### config.mk
export PLATFORM = sky130hd
export DESIGN_NAME = rca_pipe_adder_flat
export DESIGN_NICKNAME = d
export VERILOG_FILES = /design/src/rtl/rca_pipe_adder_if.sv /design/src/rtl/rca_pipe_adder.sv /design/src/flat_wrapper.sv
export SDC_FILE = /design/constraint.sdc
export NUM_CORES = 1
export LEC_CHECK = 0
export BUFFER_PORTS_ARGS = -buffer_cell sky130_fd_sc_hd__buf_2
export CORE_MARGIN = 5
export CORE_UTILIZATION = 58
export CTS_CLUSTER_SIZE = 30
export DETAILED_ROUTE_END_ITERATION = 6
export PLACE_DENSITY = 0.8
export SLEW_MARGIN = 20
export SYNTH_ARGS = -nofsm -noshare
export SYNTH_HDL_FRONTEND = slang
export SYNTH_SLANG_ARGS = --single-unit
export TNS_END_PERCENT = 100
### constraint.sdc
create_clock -name clock -period 4.9 [get_ports clock]
set_input_delay 0.735 -clock clock [delete_from_list [all_inputs] [get_ports clock]]
set_output_delay 0.735 -clock clock [all_outputs]
set_load 0.05 [all_outputs]
### src/rtl/rca_pipe_adder_if.sv
// Streaming handshake bundle for rca_pipe_adder: operand side (in_*) and result side (out_*).
// The ovf member exists only when RCA_PIPE_OVF_EN is defined.
interface rca_pipe_adder_if #(
  parameter int WIDTH = 64
);
  logic             in_valid;
  logic             in_ready;
  logic [WIDTH-1:0] op1;
  logic [WIDTH-1:0] op2;
  logic             cin;
  logic             sub;
  logic             out_valid;
  logic             out_ready;
  logic [WIDTH-1:0] sum;
  logic             crout;
`ifdef RCA_PIPE_OVF_EN
  logic             ovf;
`endif

  modport master (
    output in_valid, op1, op2, cin, sub, out_ready,
    input  in_ready, out_valid, sum, crout
`ifdef RCA_PIPE_OVF_EN
    , input ovf
`endif
  );

  modport slave (
    input  in_valid, op1, op2, cin, sub, out_ready,
    output in_ready, out_valid, sum, crout
`ifdef RCA_PIPE_OVF_EN
    , output ovf
`endif
  );
endinterface

### src/rtl/rca_pipe_adder.sv
// Pipelined ripple-carry adder/subtractor: STAGES slices of WIDTH/STAGES bits, one slice per stage.
// Optional signed-overflow output enabled by defining RCA_PIPE_OVF_EN.
module rca_pipe_adder #(
  parameter int WIDTH  = 64,
  parameter int STAGES = 4
) (
  input  logic              clock,
  input  logic              reset,
  rca_pipe_adder_if.slave   bus
);
  localparam int SW = WIDTH / STAGES;

  function automatic logic [SW:0] add_slice(input logic [SW-1:0] a,
                                            input logic [SW-1:0] b,
                                            input logic          c);
    add_slice = {1'b0, a} + {1'b0, b} + {{SW{1'b0}}, c};
  endfunction

  logic             adv_s;
  logic [WIDTH-1:0] opb_s;
  logic             cin0_s;

  // The whole pipe moves in lockstep; a stalled result freezes every stage, bubbles included.
  assign adv_s        = ~bus.out_valid | bus.out_ready;
  assign bus.in_ready = adv_s;
  assign opb_s        = bus.sub ? ~bus.op2 : bus.op2;
  assign cin0_s       = bus.sub | bus.cin;

  for (genvar j = 0; j < STAGES; j++) begin : g_stage
    localparam int LO = (j + 1) * SW;
    localparam int HW = WIDTH - LO;

    logic          vld_r;
    logic          carry_r;
    logic [LO-1:0] sum_r;
    logic          vld_in_s;
    logic [SW-1:0] a_s;
    logic [SW-1:0] b_s;
    logic          c_s;
    logic [SW:0]   add_s;
    logic [LO-1:0] sum_in_s;

    if (j == 0) begin : g_first
      assign vld_in_s = bus.in_valid;
      assign a_s      = bus.op1[SW-1:0];
      assign b_s      = opb_s[SW-1:0];
      assign c_s      = cin0_s;
      assign sum_in_s = add_s[SW-1:0];
    end else begin : g_next
      assign vld_in_s = g_stage[j-1].vld_r;
      assign a_s      = g_stage[j-1].g_hi.a_hi_r[SW-1:0];
      assign b_s      = g_stage[j-1].g_hi.b_hi_r[SW-1:0];
      assign c_s      = g_stage[j-1].carry_r;
      assign sum_in_s = {add_s[SW-1:0], g_stage[j-1].sum_r};
    end

    assign add_s = add_slice(a_s, b_s, c_s);

    // Slice result register; data only loads with a valid token so bubbles leave sum/crout untouched.
    always_ff @(posedge clock) begin
      if (reset) begin
        vld_r   <= 1'b0;
        carry_r <= 1'b0;
        sum_r   <= {LO{1'b0}};
      end else if (adv_s) begin
        vld_r <= vld_in_s;
        if (vld_in_s) begin
          carry_r <= add_s[SW];
          sum_r   <= sum_in_s;
        end
      end
    end

    if (j < STAGES - 1) begin : g_hi
      logic [HW-1:0] a_hi_r;
      logic [HW-1:0] b_hi_r;
      logic [HW-1:0] a_hi_in_s;
      logic [HW-1:0] b_hi_in_s;

      if (j == 0) begin : g_src0
        assign a_hi_in_s = bus.op1[WIDTH-1:SW];
        assign b_hi_in_s = opb_s[WIDTH-1:SW];
      end else begin : g_srcn
        assign a_hi_in_s = g_stage[j-1].g_hi.a_hi_r[WIDTH-j*SW-1:SW];
        assign b_hi_in_s = g_stage[j-1].g_hi.b_hi_r[WIDTH-j*SW-1:SW];
      end

      // Skew register for the operand bits that later stages still have to add.
      always_ff @(posedge clock) begin
        if (reset) begin
          a_hi_r <= {HW{1'b0}};
          b_hi_r <= {HW{1'b0}};
        end else if (adv_s && vld_in_s) begin
          a_hi_r <= a_hi_in_s;
          b_hi_r <= b_hi_in_s;
        end
      end
    end

    if (j == STAGES - 1) begin : g_last
      assign bus.out_valid = vld_r;
      assign bus.sum       = sum_r;
      assign bus.crout     = carry_r;

`ifdef RCA_PIPE_OVF_EN
      logic ovf_r;

      // Carry into the MSB is recovered as a^b^s at that bit, then XORed with the carry out.
      always_ff @(posedge clock) begin
        if (reset) begin
          ovf_r <= 1'b0;
        end else if (adv_s && vld_in_s) begin
          ovf_r <= add_s[SW] ^ a_s[SW-1] ^ b_s[SW-1] ^ add_s[SW-1];
        end
      end

      assign bus.ovf = ovf_r;
`endif
    end
  end
endmodule

### src/flat_wrapper.sv
// flat-port wrapper written by rule: the top's interface ports become plain ports
module rca_pipe_adder_flat 
#(
  parameter int WIDTH  = 64,
  parameter int STAGES = 4
)
  (clock, reset, bus_in_valid, bus_op1, bus_op2, bus_cin, bus_sub, bus_out_ready, bus_in_ready, bus_out_valid, bus_sum, bus_crout);
  rca_pipe_adder_if #(.WIDTH(WIDTH)) bus_i ();
  input  logic clock;
  input  logic reset;
  input wire logic [$bits(bus_i.in_valid)-1:0] bus_in_valid;
  input wire logic [$bits(bus_i.op1)-1:0] bus_op1;
  input wire logic [$bits(bus_i.op2)-1:0] bus_op2;
  input wire logic [$bits(bus_i.cin)-1:0] bus_cin;
  input wire logic [$bits(bus_i.sub)-1:0] bus_sub;
  input wire logic [$bits(bus_i.out_ready)-1:0] bus_out_ready;
  output wire logic [$bits(bus_i.in_ready)-1:0] bus_in_ready;
  output wire logic [$bits(bus_i.out_valid)-1:0] bus_out_valid;
  output wire logic [$bits(bus_i.sum)-1:0] bus_sum;
  output wire logic [$bits(bus_i.crout)-1:0] bus_crout;
  assign bus_i.in_valid = bus_in_valid;
  assign bus_i.op1 = bus_op1;
  assign bus_i.op2 = bus_op2;
  assign bus_i.cin = bus_cin;
  assign bus_i.sub = bus_sub;
  assign bus_i.out_ready = bus_out_ready;
  assign bus_in_ready = bus_i.in_ready;
  assign bus_out_valid = bus_i.out_valid;
  assign bus_sum = bus_i.sum;
  assign bus_crout = bus_i.crout;
  rca_pipe_adder #(.WIDTH(WIDTH), .STAGES(STAGES)) u_core (.clock(clock), .reset(reset), .bus(bus_i));
endmodule
==> results.md <==
Outcome:
- The flow ran to the end, and the final reports show no timing, DRC or antenna violations.

Clock network:
- The clock tree from TritonCTS is built.
- The post-CTS setup repair buffer count is 0.
- Buffers inserted during clock tree synthesis total 38.
- The source-to-sink clock delay at the later pin of the worst-skew pair is 0.52 ns.
- The clock passes through at most 3 buffers.
- Clock-pin slew was measured on the worst setup and hold paths at 0.06 ns.
- The number of buffers added to fix hold violations after cts is 0.
- The CTS root buffer is sky130_fd_sc_hd__clkbuf_16.
- The number of gates resized after CTS was 0.
- The number of clock sinks is 360.
- The H-tree generated during clock tree synthesis spans 2 levels.

Timing:
- The transition time at the pin with the least slew margin is 1.10 ns.
- The final hold violation count is 0.
- The max-slew violation count is 0.
- The share of the cycle needed by the critical path after routing is approximately two thirds.
- The accumulated negative setup slack is 0 ns.
- The headroom to the max-slew limit is 26.4%.
- The smallest clock period supported by the final layout is computed as approximately 3.4 ns.
- The worst clock skew is 0.0118 ns.
- Setup repair after global routing left no endpoint under its margin.
- Setup violations remaining at the end of the flow were counted as 0.
- Based on the critical path, the design can be clocked at up to around 0.3 GHz.

Finish:
- In the final layout, flip-flops and latches occupy 0.00721 mm2.
- The count of fill cells added during filler insertion is about 2,300.
- Excluding fillers, the count of instances in the completed layout stands at between 2,000 and 2,500.
- With fillers left out, the area of the finished cells amounts to about 0.018 mm2.
- The post-route netlist has 13.9% of its cells at a drive strength greater than 1.
- For this run, the post-layout net count is 2,264.
- The leading cell type in the layout, fill and taps excluded is sky130_fd_sc_hd__nand2_1.
- The multi-input combinational cells in the finished layout cover a total of 0.00794 mm2.
- Measured on the finished design, the core utilization comes to 67.4%.
- The signed area change from the synthesized netlist to the final layout is 15.1%.
- Leaving out fill and tap cells, the most frequent cells in the layout are sky130_fd_sc_hd__nand2_1 (566), sky130_fd_sc_hd__dfxtp_1 (360), sky130_fd_sc_hd__a21oi_1 (315), sky130_fd_sc_hd__buf_2 (198), sky130_fd_sc_hd__nor2_1 (99).

Global routing:
- The initial antenna violation count is 1.
- The total congestion overflow after global routing is 0.
- For this run, the total global-route usage over all layers was measured as a little under a quarter.
- The number of global-route vias before repair is 12,744.
- Entering global routing, the biggest net connects between 150 and 200 pins.
- The wire length of the first global-routing pass is roughly 60,000 um.

Setup path:
- STA puts the critical path data required time at ~5.3 ns.
- By instance count, the cell type seen most on the critical path is sky130_fd_sc_hd__buf_4.
- The delay of the slowest cell on the worst path is a little under 0.8 ns.
- STA classifies the critical path startpoint as an input pin.
- Along the worst path, the maximum fanout reaches 58.
- The worst setup path is captured at a flip-flop.
- The signal arrival time at the worst endpoint is 3.72 ns.
- The slowest stage cell on the critical path is sky130_fd_sc_hd__buf_4.
- The worst setup path is of the in -> reg kind.
- Traced cell by cell, the critical path runs through buf_4 > buf_4 > xor2_1 > ha_1 > a21oi_1 > o21ai_1 > a2111oi_4 > o31ai_2 > a2111oi_2 > nor4_1.

Pwr:
- Per report_power, the clock group accounts for 43.4% of the total.
- The total leakage power is approximately 7.1 nW.
- In this run, the combinational gates consume a little over 10% of the power.
- The power density over the cells is 370 mW/mm2.
- Registers are responsible for 46.6% of the overall power.
- The internal portion of the total power is 5.06 mW.
- The switching part of the total is roughly 24%.
- The completed layout was analyzed and its total power is between 6 and 7 mW.
- Summed over all nets, the switching power comes to roughly 1.6 mW.
- The peak supply drop is approximately 0.26 mV.

Detailed routing:
- The detailed router finished its first iteration with about 1,000 violations.
- The number of vias after detailed routing is around 13,000.
- The number of nets with antenna violations after routing is 0.
- Before antenna repair, the detailed router went through 5 iterations.
- The number of vias per cell is between 5 and 6.
- The remaining design rule violation count is 0.
- After detailed routing, the average wire length per cell comes to ~16 um.
- The final layout contains routed wiring with a total length of 37,700 um.

Synthesis:
- Averaged over all synthesized cells, the footprint is between 8 and 9 um2.
- The count of flip-flops with a built-in enable after synthesis is 0.
- The biggest area contributor in the post-synthesis netlist is sky130_fd_sc_hd__dfxtp_1.
- The fraction of synthesized cell area taken by the top area cell type is 46.1%.
- The xor/xnor cell area share of the yosys netlist is under 10%.
- Synthesis produced a netlist with a net count of around 2,100.
- Counting flops with an async set or reset pin after synthesis yields a share of 0%.
- The count of different cell masters after synthesis is 65.
- The most common flop cell mapped by yosys is sky130_fd_sc_hd__dfxtp_1.
- In this run the cell area of the synthesized design comes to 0.0156 mm2.
- Sequential elements use 46.1% of the synthesized area.
- Yosys printed 0 warnings.
- The synthesized-area fraction occupied by ao, oa, aoi and oai cells is approximately a fifth.
- The number of instances in the synthesized netlist is 1,938.
- The adder-cell share of the synthesized area is 5.82%.
- Ranked by total cell area, the synthesized netlist is headed by sky130_fd_sc_hd__dfxtp_1 (46%), sky130_fd_sc_hd__nand2_1 (14%), sky130_fd_sc_hd__a21oi_1 (10%).
- The proportion of synthesized area in mux cells is less than 1%.
- The area share of and/or/nand/nor cells after synthesis is ~20%.
- The main combinational cell family by area after synthesis is simple AND/OR/NAND/NOR gates.
- Counting flops and latches in the post-synthesis netlist gives 360.

Floorplan:
- The die is 174 um wide.
- Measured along the y axis, the die boundary spans ~170 um.
- 201 I/O pins were placed.
- The area of the core is 0.0267 mm2.
- The number of cell rows is 60.
- The die covers ~0.030 mm2.
- The initial core utilization is ~60%.

Place:
- Buffers placed on the I/O ports in this run total 200.
- After detailed placement, the design holds a cell count of around 2,400.
- The area after detailed placement is approximately 0.017 mm2.
- Detailed placement finished with a half-perimeter wire length of approximately 25,000 um.
- At the end of routability-driven placement, the weighted congestion stood at between 0.8 and 0.9.

Worst hold path:
- The classification of the worst-slack hold path is reg -> reg.

Flow run:
- The number of max-cap violations is 0.
-- Yosys cell counts (all sizes together) (3+ instances only) --
master / number
nand2: 571
o21a: 12
nor3: 18
a311oi: 3
xnor2: 67
o31ai: 3
nor3b: 4
nand4: 7
fa: 8
buf: 22
nand2b: 7
or3: 4
clkbuf: 107
or4: 4
nand3b: 10
o21ai: 39
xor2: 30
a211oi: 70
nand4b: 3
dfxtp: 360
nor4: 4
and3: 9
ha: 60
and2: 6
a2111oi: 3
mux2i: 3
a31oi: 6
nand3: 11
o21bai: 4
inv: 11
nor2: 99
a21o: 21
nor4b: 4
o2111ai: 3
a211o: 3
a21oi: 315
nor2b: 7
-- power by group through the flow --
| stage | registers, mW | logic [mW] | clock network (mW) |
|---|---|---|---|
| 6_report | 3.10 | 0.672 | 2.89 |
| 5_1_grt | 3.11 | 0.751 | 3.07 |
| 4_1_cts | 3.10 | 0.672 | 2.94 |
| 3_5_place_dp | 3.16 | 0.666 | 0 |
| 3_3_place_gp | 3.16 | 0.651 | 0 |
| 2_1_floorplan | 3.15 | 0.480 | 0 |
-- kinds of logic after synthesis --
kind of cell / count (synthesis)
DFF: 360
buffers and inverters: 140
adders and majority gates: 68
xor gates and xnor gates: 97
muxes: 3
AOI/OAI and AO/OA: 501
and+or+nand+nor: 769
-- critical path, delay by kind of cell --
kind,cells,cell delay [ns]
xor gates and xnor gates,1,0.15
adders and majority gates,1,0.41
buffers and inverters,2,0.95
and+or+nand+nor,1,0.08
AOI/OAI and AO/OA,5,1.35
-- routing by layer --
metal / wire, um / track usage (%) / vias up
met5: 0 / 0 / -
met4: 1110 / 8.71 / 0
met3: 1900 / 4.05 / 75
met2: 17900 / 40.1 / 342
met1: 16800 / 31.4 / 6152
li1: - / - / 6825
-- worst paths after layout --
path              slack [ns]                         startpoint                                end  cells past startpoint
setup / recovery        1.54                            bus_sub          u_core.g_stage[0].carry_r                     10
hold / removal          0.45  u_core.g_stage[0].g_hi.a_hi_r[34]  u_core.g_stage[1].g_hi.a_hi_r[18]                      2
setup reg to reg        1.96   u_core.g_stage[1].g_hi.b_hi_r[0]        u_core.g_stage[2].sum_r[46]                      9
hold reg to reg         0.45  u_core.g_stage[0].g_hi.a_hi_r[34]  u_core.g_stage[1].g_hi.a_hi_r[18]                      2
-- stage by stage --
stage / worst slack [ns] / hold WS (ns)
5_1_grt: 1.34 / 0.439
3_3_place_gp: 1.13 / 0.437
3_5_place_dp: 1.03 / 0.441
2_1_floorplan: 1.06 / 0.432
4_1_cts: 1.56 / 0.431
6_report: 1.54 / 0.447
-- registers in the layout, indices dropped and copies added, names as in the netlist --
name and cells:
u_core.bus.out_valid 1, u_core.g_stage.g_hi.a_hi_r 96, u_core.g_stage.vld_r 3, u_core.g_stage.carry_r 3
u_core.g_stage.g_hi.b_hi_r 96, u_core.g_stage.sum_r 96, u_core.bus.sum 64, u_core.bus.crout 1
-- final cells by class --
class / instances / area share, %
diodes: 1 / 0.0139
clock buffers: 52 / 6.02
clock inverters: 11 / 0.944
inverters: 11 / 0.229
multi-input cells: 1438 / 44.0
flip-flops and latches: 360 / 40.0
well taps: 341 / 2.37
repair buffers: 213 / 6.37
(Power assumes the default switching activity.)
